--- src/rtl/mcycle_pkg.sv ---
// Shared types and constants for the multi-cycle multiply/divide engine.
//   state_t        : engine FSM states
//   MCYCLE_OP_*    : encoding of the MCycleOp request input
//   count_width()  : iteration counter width for a given operand width
package mcycle_pkg;

  typedef enum logic [1:0] {
    IDLE    = 2'd0,
    COMPUTE = 2'd1,
    FINISH  = 2'd2
  } state_t;

  localparam logic MCYCLE_OP_MUL = 1'b0;
  localparam logic MCYCLE_OP_DIV = 1'b1;

  // Counter must be able to hold the value WIDTH.
  function automatic int unsigned count_width(input int unsigned width);
    return $clog2(width + 1);
  endfunction

endpackage

--- src/rtl/mcycle_unit.sv ---
// Multi-cycle unsigned multiply/divide engine (Execute stage, beside the ALU).
// Accepts a request in IDLE, iterates WIDTH cycles, then pulses Done for one
// cycle with the results held in Result1/Result2 until the next completion.
// Ports:
//   CLK, Reset          : clock, synchronous active-high reset
//   Start               : request level, sampled only in IDLE
//   MCycleOp            : 0 = multiply, 1 = divide (latched at accept)
//   Operand1, Operand2  : multiplicand/dividend, multiplier/divisor (latched)
//   Result1, Result2    : product low/high, or quotient/remainder (registered)
//   Busy                : combinational stall request to the hazard unit
//   Done                : one-cycle completion pulse (registered)
module mcycle_unit
  import mcycle_pkg::*;
#(
  parameter int unsigned WIDTH = 32
) (
  input  logic             CLK,
  input  logic             Reset,
  input  logic             Start,
  input  logic             MCycleOp,
  input  logic [WIDTH-1:0] Operand1,
  input  logic [WIDTH-1:0] Operand2,
  output logic [WIDTH-1:0] Result1,
  output logic [WIDTH-1:0] Result2,
  output logic             Busy,
  output logic             Done
);

  localparam int unsigned CNT_W = count_width(WIDTH);
  localparam int unsigned AW    = WIDTH + 2;

  state_t             state, state_next;
  logic [CNT_W-1:0]   count;
  logic               op_q;
  logic [WIDTH-1:0]   oper_q;   // multiplicand (mul) or divisor (div)
  logic [WIDTH-1:0]   acc_hi;   // product high half / partial remainder
  logic [WIDTH-1:0]   acc_lo;   // multiplier shifting out / quotient shifting in
  logic               accept;
  logic               last_iter;

  logic [WIDTH:0]     add_a, add_b, add_sum;
  logic               add_cin, add_cout;
  logic [WIDTH-1:0]   hi_next, lo_next;

  assign last_iter = (count == CNT_W'(WIDTH - 1));

  // State register.
  always_ff @(posedge CLK) begin
    if (Reset) state <= IDLE;
    else       state <= state_next;
  end

  // Next-state logic.
  always_comb begin
    state_next = state;
    case (state)
      IDLE:    if (Start) state_next = COMPUTE;
      COMPUTE: if (last_iter) state_next = FINISH;
      FINISH:  state_next = IDLE;
      default: state_next = IDLE;
    endcase
  end

  // Control outputs; Busy asserts in the request cycle itself.
  always_comb begin
    accept = 1'b0;
    Busy   = 1'b0;
    case (state)
      IDLE: begin
        accept = Start;
        Busy   = Start;
      end
      COMPUTE: Busy = 1'b1;
      default: ;
    endcase
  end

  // Shared WIDTH+1 adder. Divide uses it as a trial subtractor
  // (a + ~b + 1); carry out set means the difference is non-negative.
  always_comb begin
    add_a   = {1'b0, acc_hi};
    add_b   = '0;
    add_cin = 1'b0;
    if (op_q == MCYCLE_OP_DIV) begin
      add_a   = {acc_hi, acc_lo[WIDTH-1]};
      add_b   = ~{1'b0, oper_q};
      add_cin = 1'b1;
    end else if (acc_lo[0]) begin
      add_b   = {1'b0, oper_q};
    end
    {add_cout, add_sum} = AW'({1'b0, add_a}) + AW'({1'b0, add_b}) + AW'(add_cin);
  end

  // One iteration: mul shifts the whole product right; div shifts the
  // quotient in from the right and keeps the remainder only if it fits.
  always_comb begin
    hi_next = add_sum[WIDTH:1];
    lo_next = {add_sum[0], acc_lo[WIDTH-1:1]};
    if (op_q == MCYCLE_OP_DIV) begin
      hi_next = add_cout ? add_sum[WIDTH-1:0] : add_a[WIDTH-1:0];
      lo_next = {acc_lo[WIDTH-2:0], add_cout};
    end
  end

  // Datapath and registered outputs.
  always_ff @(posedge CLK) begin
    if (Reset) begin
      count   <= '0;
      op_q    <= MCYCLE_OP_MUL;
      oper_q  <= '0;
      acc_hi  <= '0;
      acc_lo  <= '0;
      Result1 <= '0;
      Result2 <= '0;
      Done    <= 1'b0;
    end else begin
      Done <= (state == FINISH);
      if (accept) begin
        count  <= '0;
        op_q   <= MCycleOp;
        acc_hi <= '0;
        if (MCycleOp == MCYCLE_OP_DIV) begin
          acc_lo <= Operand1;
          oper_q <= Operand2;
        end else begin
          acc_lo <= Operand2;
          oper_q <= Operand1;
        end
      end else if (state == COMPUTE) begin
        count  <= count + CNT_W'(1);
        acc_hi <= hi_next;
        acc_lo <= lo_next;
      end
      if (state == FINISH) begin
        Result1 <= acc_lo;
        Result2 <= acc_hi;
      end
    end
  end

endmodule

--- config.mk ---
export PLATFORM = sky130hd
export DESIGN_NAME = mcycle_unit
export DESIGN_NICKNAME = d
export VERILOG_FILES = /design/src/rtl/mcycle_pkg.sv /design/src/rtl/mcycle_unit.sv
export SDC_FILE = /design/constraint.sdc
export NUM_CORES = 1
export LEC_CHECK = 0
export CAP_MARGIN = 20
export CORE_ASPECT_RATIO = 0.5
export CORE_UTILIZATION = 44
export CTS_BUF_LIST = sky130_fd_sc_hd__clkbuf_8
export CTS_CLUSTER_SIZE = 12
export DETAILED_ROUTE_END_ITERATION = 10
export PLACE_DENSITY = 0.74
export SLEW_MARGIN = 30
export SYNTH_ARGS = -nofsm -noshare
export SYNTH_HDL_FRONTEND = slang
export SYNTH_SLANG_ARGS = --single-unit
export TNS_END_PERCENT = 1
--- constraint.sdc ---
create_clock -name CLK -period 6.3 [get_ports CLK]
set_clock_uncertainty 0.2 [all_clocks]
set_input_delay 0.945 -clock CLK [delete_from_list [all_inputs] [get_ports CLK]]
set_output_delay 0.945 -clock CLK [all_outputs]
set_load 0.005 [all_outputs]
# Yosys cells after proc, flatten, opt, wreduce, memory -nomap -nowiden
# Cells that the tools add are included.
# word_totals
reg_bits	170
latchBits	0
ram_bits	0
mem_bits_ro	0
input_bits	68
output_inout_bits	66
wordCells	38
n_memories	0
# classes
add_sub_neg	3
n_mul	0
div	0
n_lt_le_gt_ge	0
n_eq_ne	5
shift	0
mux	16
bitwise_logic	1
reduce_logical	4
# ops
op	n
$mux W32	8
$mux W33	2
$add A33 B33 Y34	1
$add A34 B1 Y34	1
$not A32 Y33	1
$add A6 B1 Y6 const B	1
$eq A6 B5 Y1 const B	1
$mux W2	2
$ne A2 B2 Y1 const B	2
$pmux W2 S2	1
$eq A2 B1 Y1 const B	1
$eq A2 B2 Y1 const B	1
$logic_not A2 Y1	1
$mux W1	2
$pmux W1 S2	1
$reduce_and A2 Y1	1
$reduce_bool A2 Y1	1
$reduce_or A2 Y1	1

# Longest topological paths before layout
# Gate-level depths: netlist of the first run.
# depth
depth_word	7
ltp_mapped	18
depth_no_buf	13

# Worst setup path before layout of the first run
# Ideal clock, no wire load.
# synth_timing
kind	reg-to-reg
from	reg op_q
to	reg acc_hi[13]
setup_time_ps	86
arrival_ps	3885
path_slack_ps	2129
path_stages_with_launch	15
path_buffers	3
synth_period_minus_slack_ps	4171
cell_sequence	dfxtp_1 > clkbuf_1 > clkbuf_1 > clkbuf_1 > mux2i_1 > inv_1 > ha_1 > nor2b_1 > o2111ai_1 > a2111oi_1 > o41a_1 > or2_2 > xnor2_1 > mux2_1 > a221oi_2
# synth_via
elab_chain_cells	5
# synth_rtl
element	line_no	text
start, declared	mcycle_unit.sv:34	logic op_q;
start signal, assigned	mcycle_unit.sv:120	op_q <= MCycleOp;
$mux W33	mcycle_unit.sv:84	if (op_q == MCYCLE_OP_DIV) begin
$add A33 B33 Y34	mcycle_unit.sv:91	{add_cout, add_sum} = AW'({1'b0, add_a}) + AW'({1'b0, add_b}) + AW'(add_cin);
$add A34 B1 Y34	mcycle_unit.sv:91	
$mux W32	mcycle_unit.sv:100	hi_next = add_cout ? add_sum[WIDTH-1:0] : add_a[WIDTH-1:0];
$mux W32 (*)	mcycle_unit.sv:99	if (op_q == MCYCLE_OP_DIV) begin
end signal, assigned	mcycle_unit.sv:131	acc_hi <= hi_next;
end, declared	mcycle_unit.sv:36	logic [WIDTH-1:0] acc_hi;
# Every way passes the cells marked *; elsewhere a longest branch is shown, timed or not.
# A chain may end at the register's enable or synchronous reset.

# Final worst setup path of the first run
# Ends and elaborated chain as after synthesis.

==> impl.org, run 1 <==
** Run status
- Outcome :: finished, final reports clean

** Detailed routing
- Remaining antenna violation count :: 0
- In the routed design, unresolved DRC markers number 0.
- For this run, the detailed router's first-pass iteration total came to 5.
- Post-DR vias/cell :: 5.88
- Dividing the detail-routed wire length by the instance count gives roughly 18 µm.
- Total wirelength of the detailed-routed design :: between 20000 and 30000 µm
- In this run, the number of DRC markers left after iteration 0 of detailed routing was about 880.
- Via count :: 9620

** Clock network
- After clock tree synthesis, the clock-pin slew on the worst setup and hold paths is 0.09 ns.
- Counting the buffers created by CTS gives 17.
- Resize count post-CTS :: 0
- CTS placed an instance of sky130_fd_sc_hd__clkbuf_8 at the clock tree root.
- In this run the number of H-tree levels came out at 4.
- Sink Count :: 170
- Max clock buf depth :: 2
- TritonCTS clock tree :: built
- For this design, the CTS-stage hold fixing added 0 buffers.
- At the later pin of the worst-skew pair, clock insertion delay measures between 0.4 and 0.5 ns.
- Post-CTS Setup Bufs :: 0

** Timing
- Final number of max-transition violations :: 0
- Of the available clock period, the critical path in the final layout requires 0.734.
- In the final timing run, aggregate negative setup slack is 0 ns.
- Final min period :: around 4.6 ns
- Worst slew margin relative to its limit :: 0.436
- Least setup slack across all paths after layout :: 1.68 ns
- Timing would allow up to between 200 and 250 MHz.
- Final count of hold timing violations :: 0
- Measured slew at the worst slew-check pin :: between 0.8 and 0.9 ns
- Setup repair after global routing left no endpoint under its margin.
- Final hold analysis gives a worst-case slack of 0.256 ns.
- Final-report setup violation count :: 0

** Floorplanning
- Die height :: roughly 110 µm
- Starting Density :: 0.457
- approximately 130 I/O pins were placed.
- The floorplan step defined a die boundary enclosing around 24000 µm².
- Std cell rows :: 38
- After floorplanning, the core was sized to cover about 22000 µm².
- In this run the horizontal extent of the chip is around 220 µm.

** Global route
- The via count of the first global-routing pass was 8844.
- Number of antenna violations at the first check in global routing :: 0
- Wire length of the first global-routing pass :: about 47000 µm
- In the global route stage, overall resource usage came out at 0.254.
- Entering global routing, the biggest net connects between 80 and 90 pins.
- Remaining Overflow, GRT :: 0

** Yosys
- After synthesis, the largest family of logic cells by area is compound AO/OA/AOI/OAI gates.
- Distinct cells, synth :: 73
- Most area-consuming cells after synthesis :: sky130_fd_sc_hd__dfxtp_1, sky130_fd_sc_hd__mux2i_1, sky130_fd_sc_hd__nand2_1, sky130_fd_sc_hd__a21oi_1, sky130_fd_sc_hd__o21ai_0
- Compound-cell area share of the yosys netlist :: 0.266
- The share of synthesized area in the top cell type comes to 0.338.
- sky130_fd_sc_hd__dfxtp_1 takes more of the synthesized area than any other cell.
- The cell area that synthesis handed to floorplanning was 10100 µm².
- Per-instance average area after synthesis :: ~8 µm²
- The number of nets in the synthesized netlist is ~1400.
- Count of flip-flops with a built-in enable after synthesis :: 0
- Of the total synthesized cell area, the portion taken by XOR and XNOR cells is 0.0191.
- During synthesis, Yosys emitted a total of 0 warnings.
- Instance count of the mapped netlist :: between 1000 and 1500
- Seq/Total Area, Yosys :: 0.338
- In the synthesized netlist the async set-or-reset flop fraction comes to 0.
- Of the total synthesized cell area, the portion taken by AND, OR, NAND and NOR gates is 0.157.
- Leading register cell type out of synthesis :: sky130_fd_sc_hd__dfxtp_1
- The portion of synthesized area spent on multiplexers is 0.131.
- Count of state elements after synthesis :: 170
- Of the total synthesized cell area, the portion taken by full adders, half adders and majority gates is 0.0437.

** Worst setup path
- Walking the worst path, the cells encountered are buf_12 > nor2b_4 > mux2i_1 > fa_1 > nor2b_1 > o2111ai_1 > a2111oi_1 > o41a_1 > o31ai_4 > nand2_2 > mux2_1 > a221oi_2.
- Data arrives at the worst endpoint at a little under 5 ns.
- STA classifies the critical path startpoint as a flip-flop.
- For the worst flop-to-flop path, the logic depth is 12.
- Crit-path max cell delay :: roughly 0.63 ns
- At the worst endpoint, the required time is around 6.5 ns.
- The worst setup path is captured at a flip-flop.
- Crit path max-delay cell type :: sky130_fd_sc_hd__nor2b_4
- Along the worst path, the maximum fanout reaches 34.
- Setup CP Type :: flip-flop to flip-flop

** Pwr
- The design draws 2.47 mW.
- In this run the power density over the cells is about 210 nW/µm².
- Leakage power figure :: between 4 and 5 nW
- Max rail drop VDD :: 0.000128 V

** Final layout
- Number of nets in the final layout :: around 1400
- Ant diodes :: 0
- The area growth from synthesis to layout is 18.2%.
- Fill cells in the final layout number 2057.
- Leaving out fill and tap cells, the most frequent cell in the layout is sky130_fd_sc_hd__nand2_1.
- Of the cells placed in the final design, the portion with a size suffix greater than 1 is 0.0726.
- In the layout the commonest cells are sky130_fd_sc_hd__nand2_1, sky130_fd_sc_hd__dfxtp_1, sky130_fd_sc_hd__a21oi_1.

** Placed design
- Count of buffers inserted at the top-level ports :: around 130
- Routability-driven placement finished with a final weighted congestion of a little under 1.
- Placed wire-length estimate :: ~21000 µm
- Worst slack after detailed placement :: 1.78 ns

** Job
- Max-cap violations in this run came to 0.

** Hold path
- Path type of the worst min-delay path :: flip-flop to flip-flop
- Hold Crit Depth :: 2
layer usage:
| layer | track usage | wire (µm) |
|---|---|---|
| met5 | 0 | 0 |
| met4 | 0.0755 | 408 |
| met3 | 0.0480 | 2500 |
| met2 | 0.383 | 12500 |
| met1 | 0.366 | 14400 |
layout make-up:
cell class / instances / area [µm²] / share of cell area
clock buffer: 20 / 275 / 0.0231
clock inverter: 11 / 96.3 / 0.00810
inverter: 15 / 56.3 / 0.00473
multi-input combinational: 975 / 6250 / 0.525
sequential: 170 / 3410 / 0.286
tap: 300 / 375 / 0.0315
timing repair buffer: 145 / 1450 / 0.121
synth_stat cells (3+ instances only):
| master | count |
|---|---|
| sky130_fd_sc_hd__o21ai_0 | 89 |
| sky130_fd_sc_hd__a21o_1 | 14 |
| sky130_fd_sc_hd__nor2b_1 | 8 |
| sky130_fd_sc_hd__clkbuf_1 | 74 |
| sky130_fd_sc_hd__buf_1 | 14 |
| sky130_fd_sc_hd__and4_1 | 4 |
| sky130_fd_sc_hd__o22ai_1 | 15 |
| sky130_fd_sc_hd__o21a_1 | 22 |
| sky130_fd_sc_hd__a21oi_1 | 151 |
| sky130_fd_sc_hd__buf_2 | 3 |
| sky130_fd_sc_hd__a31oi_1 | 10 |
| sky130_fd_sc_hd__nand3_1 | 12 |
| sky130_fd_sc_hd__xor2_1 | 8 |
| sky130_fd_sc_hd__mux2_2 | 27 |
| sky130_fd_sc_hd__nand2b_1 | 7 |
| sky130_fd_sc_hd__nand3b_1 | 3 |
| sky130_fd_sc_hd__o211ai_1 | 4 |
| sky130_fd_sc_hd__a221oi_1 | 31 |
| sky130_fd_sc_hd__or2_2 | 3 |
| sky130_fd_sc_hd__nor2_1 | 87 |
| sky130_fd_sc_hd__o21ai_1 | 3 |
| sky130_fd_sc_hd__ha_1 | 32 |
| sky130_fd_sc_hd__o21bai_1 | 5 |
| sky130_fd_sc_hd__and3_1 | 5 |
| sky130_fd_sc_hd__mux2i_1 | 99 |
| sky130_fd_sc_hd__nand2_1 | 207 |
| sky130_fd_sc_hd__o221a_2 | 4 |
| sky130_fd_sc_hd__buf_4 | 3 |
| sky130_fd_sc_hd__o31a_1 | 4 |
| sky130_fd_sc_hd__dfxtp_1 | 170 |
| sky130_fd_sc_hd__nand4_1 | 8 |
| sky130_fd_sc_hd__or3_1 | 8 |
| sky130_fd_sc_hd__a211oi_1 | 38 |
| sky130_fd_sc_hd__inv_1 | 14 |
| sky130_fd_sc_hd__xnor2_1 | 14 |
| sky130_fd_sc_hd__nor3_1 | 9 |
final timing paths:
| kind | to | start | slack (ns) |
|---|---|---|---|
| setup / recovery | acc_hi[13] | op_q | 1.68 |
| hold / removal | Result2[2] | Result2[2] | 0.26 |
| setup reg to reg | acc_hi[13] | op_q | 1.68 |
| hold reg to reg | Result2[2] | Result2[2] | 0.26 |
where the power goes:
part	total [mW]	switching, mW	leakage (nW)	internal, mW
combinational	0.513	0.294	2.73	0.219
clock	0.767	0.426	0.196	0.341
sequential	1.19	0.0657	1.39	1.13
flip-flops by register name, summed over array words and instances (netlist names):
name / count
op_q: 1
count: 6
acc_lo: 32
acc_hi: 32
Result2: 32
Result1: 32
oper_q: 32
Done: 1
state: 2
metrics by stage:
stage | cell area [µm²] | utilization | std cells
2_1_floorplan | 10100 | - | 1258
3_3_place_gp | 11500 | 0.520 | 1603
3_5_place_dp | 11500 | 0.522 | 1605
4_1_cts | 11900 | 0.539 | 1636
5_1_grt | 11900 | 0.539 | 1636
6_report | 11900 | 0.539 | 1636
worst max-delay path, delay by kind of cell, from the launching register on:
family,cells,cell delay [ns]
AO/OA/AOI/OAI,5,1.28
adder cells (fa/ha/maj),1,0.45
buffers and inverters,1,0.23
flip-flops,1,0.47
multiplexers,2,0.60
AND/OR/NAND/NOR,3,1.25
logic make-up after synthesis:
kind of cell / Yosys count
AO/OA/AOI/OAI: 421
flip-flops: 170
adder cells (fa/ha/maj): 34
multiplexers: 128
AND/OR/NAND/NOR: 370
buffers and inverters: 113
XOR/XNOR: 22
(Power assumes the default switching activity.)
==> run 2, diff against run 1 <==
--- a/config.mk
+++ b/config.mk
@@ -11,7 +11,7 @@
 export CTS_BUF_LIST = sky130_fd_sc_hd__clkbuf_8
 export CTS_CLUSTER_SIZE = 12
 export DETAILED_ROUTE_END_ITERATION = 10
-export PLACE_DENSITY = 0.74
+export PLACE_DENSITY = 0.77
 export SLEW_MARGIN = 30
 export SYNTH_ARGS = -nofsm -noshare
 export SYNTH_HDL_FRONTEND = slang
==> constraint.sdc (replaced) <==
create_clock -name CLK -period 4.2 [get_ports CLK]
set_clock_uncertainty 0.2 [all_clocks]
set_input_delay 0.63 -clock CLK [delete_from_list [all_inputs] [get_ports CLK]]
set_output_delay 0.63 -clock CLK [all_outputs]
set_load 0.005 [all_outputs]
==> run 2 against run 1 <==
  * Die area is the same
  * Global-route usage rose by 0.91 points
  * Non-clock buffer count up 19
  * Cell area is 1.2% higher
  * Flip-flop and latch count stayed put
==> impl.org, run 2 (same netlist as run 1, synthesis figures left out) <==
** Timing
- The final-layout setup total negative slack is 0 ns (unchanged).
- The number of hold violations in the final report came to 0 (unchanged).
- Final-report setup violation count :: 0 (unchanged)
- Measured slew at the worst slew-check pin :: 0.913 ns (+0.0671 ns)
- Final number of max-transition violations :: 0 (unchanged)
- The final worst-path cycle share was 0.950 (+0.216).
- RSZ-0062 raised after global routing :: false
- Worst-case hold slack :: 0.257 ns (+0.00135 ns)
- Worst slew margin relative to its limit :: 0.392 (-0.0448)
- The final critical path time including I/O delays and setup was 3.99 ns (-0.633 ns).
- Fmax achieved :: 251 MHz (+16%)

** Worst setup path
- The number of buffers and inverters on the critical path is 0 (-1).
- CP Data Required Time :: 4.38 ns (-2.12 ns)
- Top fanout value on the critical path :: 11 (-68%)
- Walking the worst path, the cells encountered are nor2b_2 > mux2i_1 > fa_1 > nor2b_1 > o2111ai_1 > a211oi_1 > o211ai_2 > a2111oi_2 > o21ai_0 > and3_1 > o31a_1.
- Crit-path max cell delay :: 0.47 ns (-0.16 ns)
- Source of the worst register-to-register timing path :: acc_lo[0]
- Setup CP Type :: flip-flop to flip-flop
- On the critical path the largest part of the delay comes from compound AO/OA/AOI/OAI gates.
- The worst setup path is captured at a flip-flop.
- Crit path max-delay cell type :: sky130_fd_sc_hd__a211oi_1
- Launching element type of the critical path :: flip-flop
- The arrival time at the worst endpoint was 4.17 ns (-0.65 ns).
- Launching element of the worst setup path :: acc_lo[0]

** Clock network
- Cts-stage hold buffer count :: 0 (unchanged)
- TritonCTS clock tree :: built
- TritonCTS buffer count :: 17 (unchanged)
- Buffer cell driving the clock tree root :: sky130_fd_sc_hd__clkbuf_8
- The depth of the CTS H-tree is 4 (unchanged).
- The clock sink count is 170 (unchanged).
- The post-CTS setup buffer count came to 0 (unchanged).
- The insertion delay of the later-clocked pin in the worst-skew pair came to 0.48 ns (about the same).
- The clock slew seen by the registers of the worst setup and hold paths was 0.10 ns (about the same).
- Resize count post-CTS :: 0 (unchanged)
- Max clock buf depth :: 2 (unchanged)

** Final layout
- Sequential Area :: 3410 µm² (unchanged)
- The number of fill cells in the layout was 2079 (+1.1%).
- Most common library cell in the layout ignoring fill and taps :: sky130_fd_sc_hd__nand2_1
- The number of antenna diodes came to 0 (unchanged).
- Area taken by multi-input logic gates :: 6230 µm² (-0.20%)
- From synthesis to final layout, the design area changed by 19.6%.
- The ratio of cells with drive above 1 in the final layout came to 0.0878 (+0.0152).
- The library cells used most frequently in the layout, excluding fill and tap cells, are sky130_fd_sc_hd__nand2_1, sky130_fd_sc_hd__dfxtp_1, sky130_fd_sc_hd__a21oi_1.
- Number of nets in the final layout :: 1445 (+1.3%)

** Pwr
- The relative contribution of the clock network to total power is 0.302 (-0.008).
- The leakage component of the power was 4.40 nW (+1.9%).
- Combinational cell fraction of total power :: 0.217 (+0.009)
- Net Sw Power :: 1.21 mW (+54%)
- Max rail drop VDD :: 0.000154 V (+21%)
- Power per standard cell area :: 307 nW/µm² (+48%)
- Fraction of power spent switching nets :: 0.327 (+0.00917)
- The total internal power was 2.49 mW (+48%).
- The final total power was 3.70 mW (+50%).
- Flop pwr share :: 0.482 (about the same)

** Detailed routing
- DRC violation count after routing :: 0 (unchanged)
- The average wire per cell in the routed design came to 18.5 µm (+1.8%).
- Count of TritonRoute iterations in the first routing pass :: 7 (+2)
- The number of DRC markers after the initial detailed-route iteration is 961 (+9.6%).
- The number of vias per cell after detailed routing came to 5.90 (+0.34%).
- Remaining antenna violation count :: 0 (unchanged)
- Via count :: 9771 (+1.6%)
- Total wirelength of the detailed-routed design :: 30700 µm (+3.0%)

** Floorplanning
- Starting Density :: 0.457 (unchanged)
- Std cell rows :: 38 (unchanged)
- The number of primary I/O pins came to 134 (unchanged).
- Placeable core area :: 22100 µm² (unchanged)
- Die height :: 109 µm (unchanged)
- Die Area :: 23500 µm² (unchanged)
- Die extent in x :: 216 µm (unchanged)

** Placed design
- The placer congestion estimate is 0.998 (+0.26%).
- The HPWL after detailed placement is 22400 µm (+5.7%).
- The number of buffer cells added on primary ports came to 133 (unchanged).

** Hold path
- Start point of the worst hold path :: Result2[19]
- The worst hold path belongs to the class flip-flop to flip-flop.

** Global route
- Wire length of the first global-routing pass :: 48300 µm (+3.3%)
- Remaining Overflow, GRT :: 0 (unchanged)
- Largest net degree at the start of global routing :: 92 (+8.2%)
- Number of global-route vias before repair :: 8873 (+0.33%)
- Aggregate global-route resource usage :: 0.263 (+0.00914)
- Number of antenna violations at the first check in global routing :: 0 (unchanged)

** Run status
- The flow ran to the end, and the final reports show no timing, DRC or antenna violations.

** Job
- The number of violations of the max-capacitance limit was 0 (unchanged).
run 2: worst paths after layout:
kind                                    end  slack (ns)  cells after the start
worst min register to register  Result2[19]        0.26                      2
worst min-delay path            Result2[19]        0.26                      2
worst max-delay path             acc_hi[26]        0.21                     11
worst max register to register   acc_hi[26]        0.21                     11
run 2: per-stage QoR:
step / instance area [µm²] / util / std cells / setup WS, ns
finish: 12000 / 0.546 / 1656 / 0.212
global route: 12000 / 0.546 / 1656 / 0.0193
CTS: 12000 / 0.546 / 1656 / 0.273
detailed placement: 11700 / 0.529 / 1624 / 0.308
global placement: 11700 / 0.529 / 1624 / 0.379
floorplan: 10100 / - / 1258 / 0.0289
run 2: layout make-up:
cell class                      count  area share
Tap cell                          300      0.0312
Clock buffer                       19      0.0217
Timing Repair Buffer              164       0.133
Sequential cell                   170       0.283
Clock inverter                     13     0.00904
Multi-Input combinational cell    975       0.518
Inverter                           15     0.00468
run 2: worst reg2reg max path: cells and delay by family (launching register included):
kind / cells / cell delay [ns]
fa+ha+maj: 1 / 0.45
mux: 1 / 0.18
simple gates: 3 / 0.83
flops: 1 / 0.38
compound gates: 6 / 1.87
run 2: power groups by stage:
stage               Sequential, mW  Combinational (mW)  Clock (mW)
floorplan                     1.78               0.549           0
global placement              1.81               0.765           0
detailed placement            1.82               0.785           0
CTS                           1.78               0.789        1.13
global route                  1.79               0.866        1.21
finish                        1.78               0.801        1.12
run 2: layer usage:
layer	global-route usage	part of all wire
met1	0.384	0.49
met2	0.393	0.42
met3	0.0536	0.079
met4	0.0659	0.0080
met5	0	0
==> run 3, diff against run 2 <==
--- a/config.mk
+++ b/config.mk
@@ -16,4 +16,3 @@
 export SYNTH_ARGS = -nofsm -noshare
 export SYNTH_HDL_FRONTEND = slang
 export SYNTH_SLANG_ARGS = --single-unit
-export TNS_END_PERCENT = 1
==> results of run 3 <==
Same layout as run 2: the final DEF is identical, and so are final timing and power.
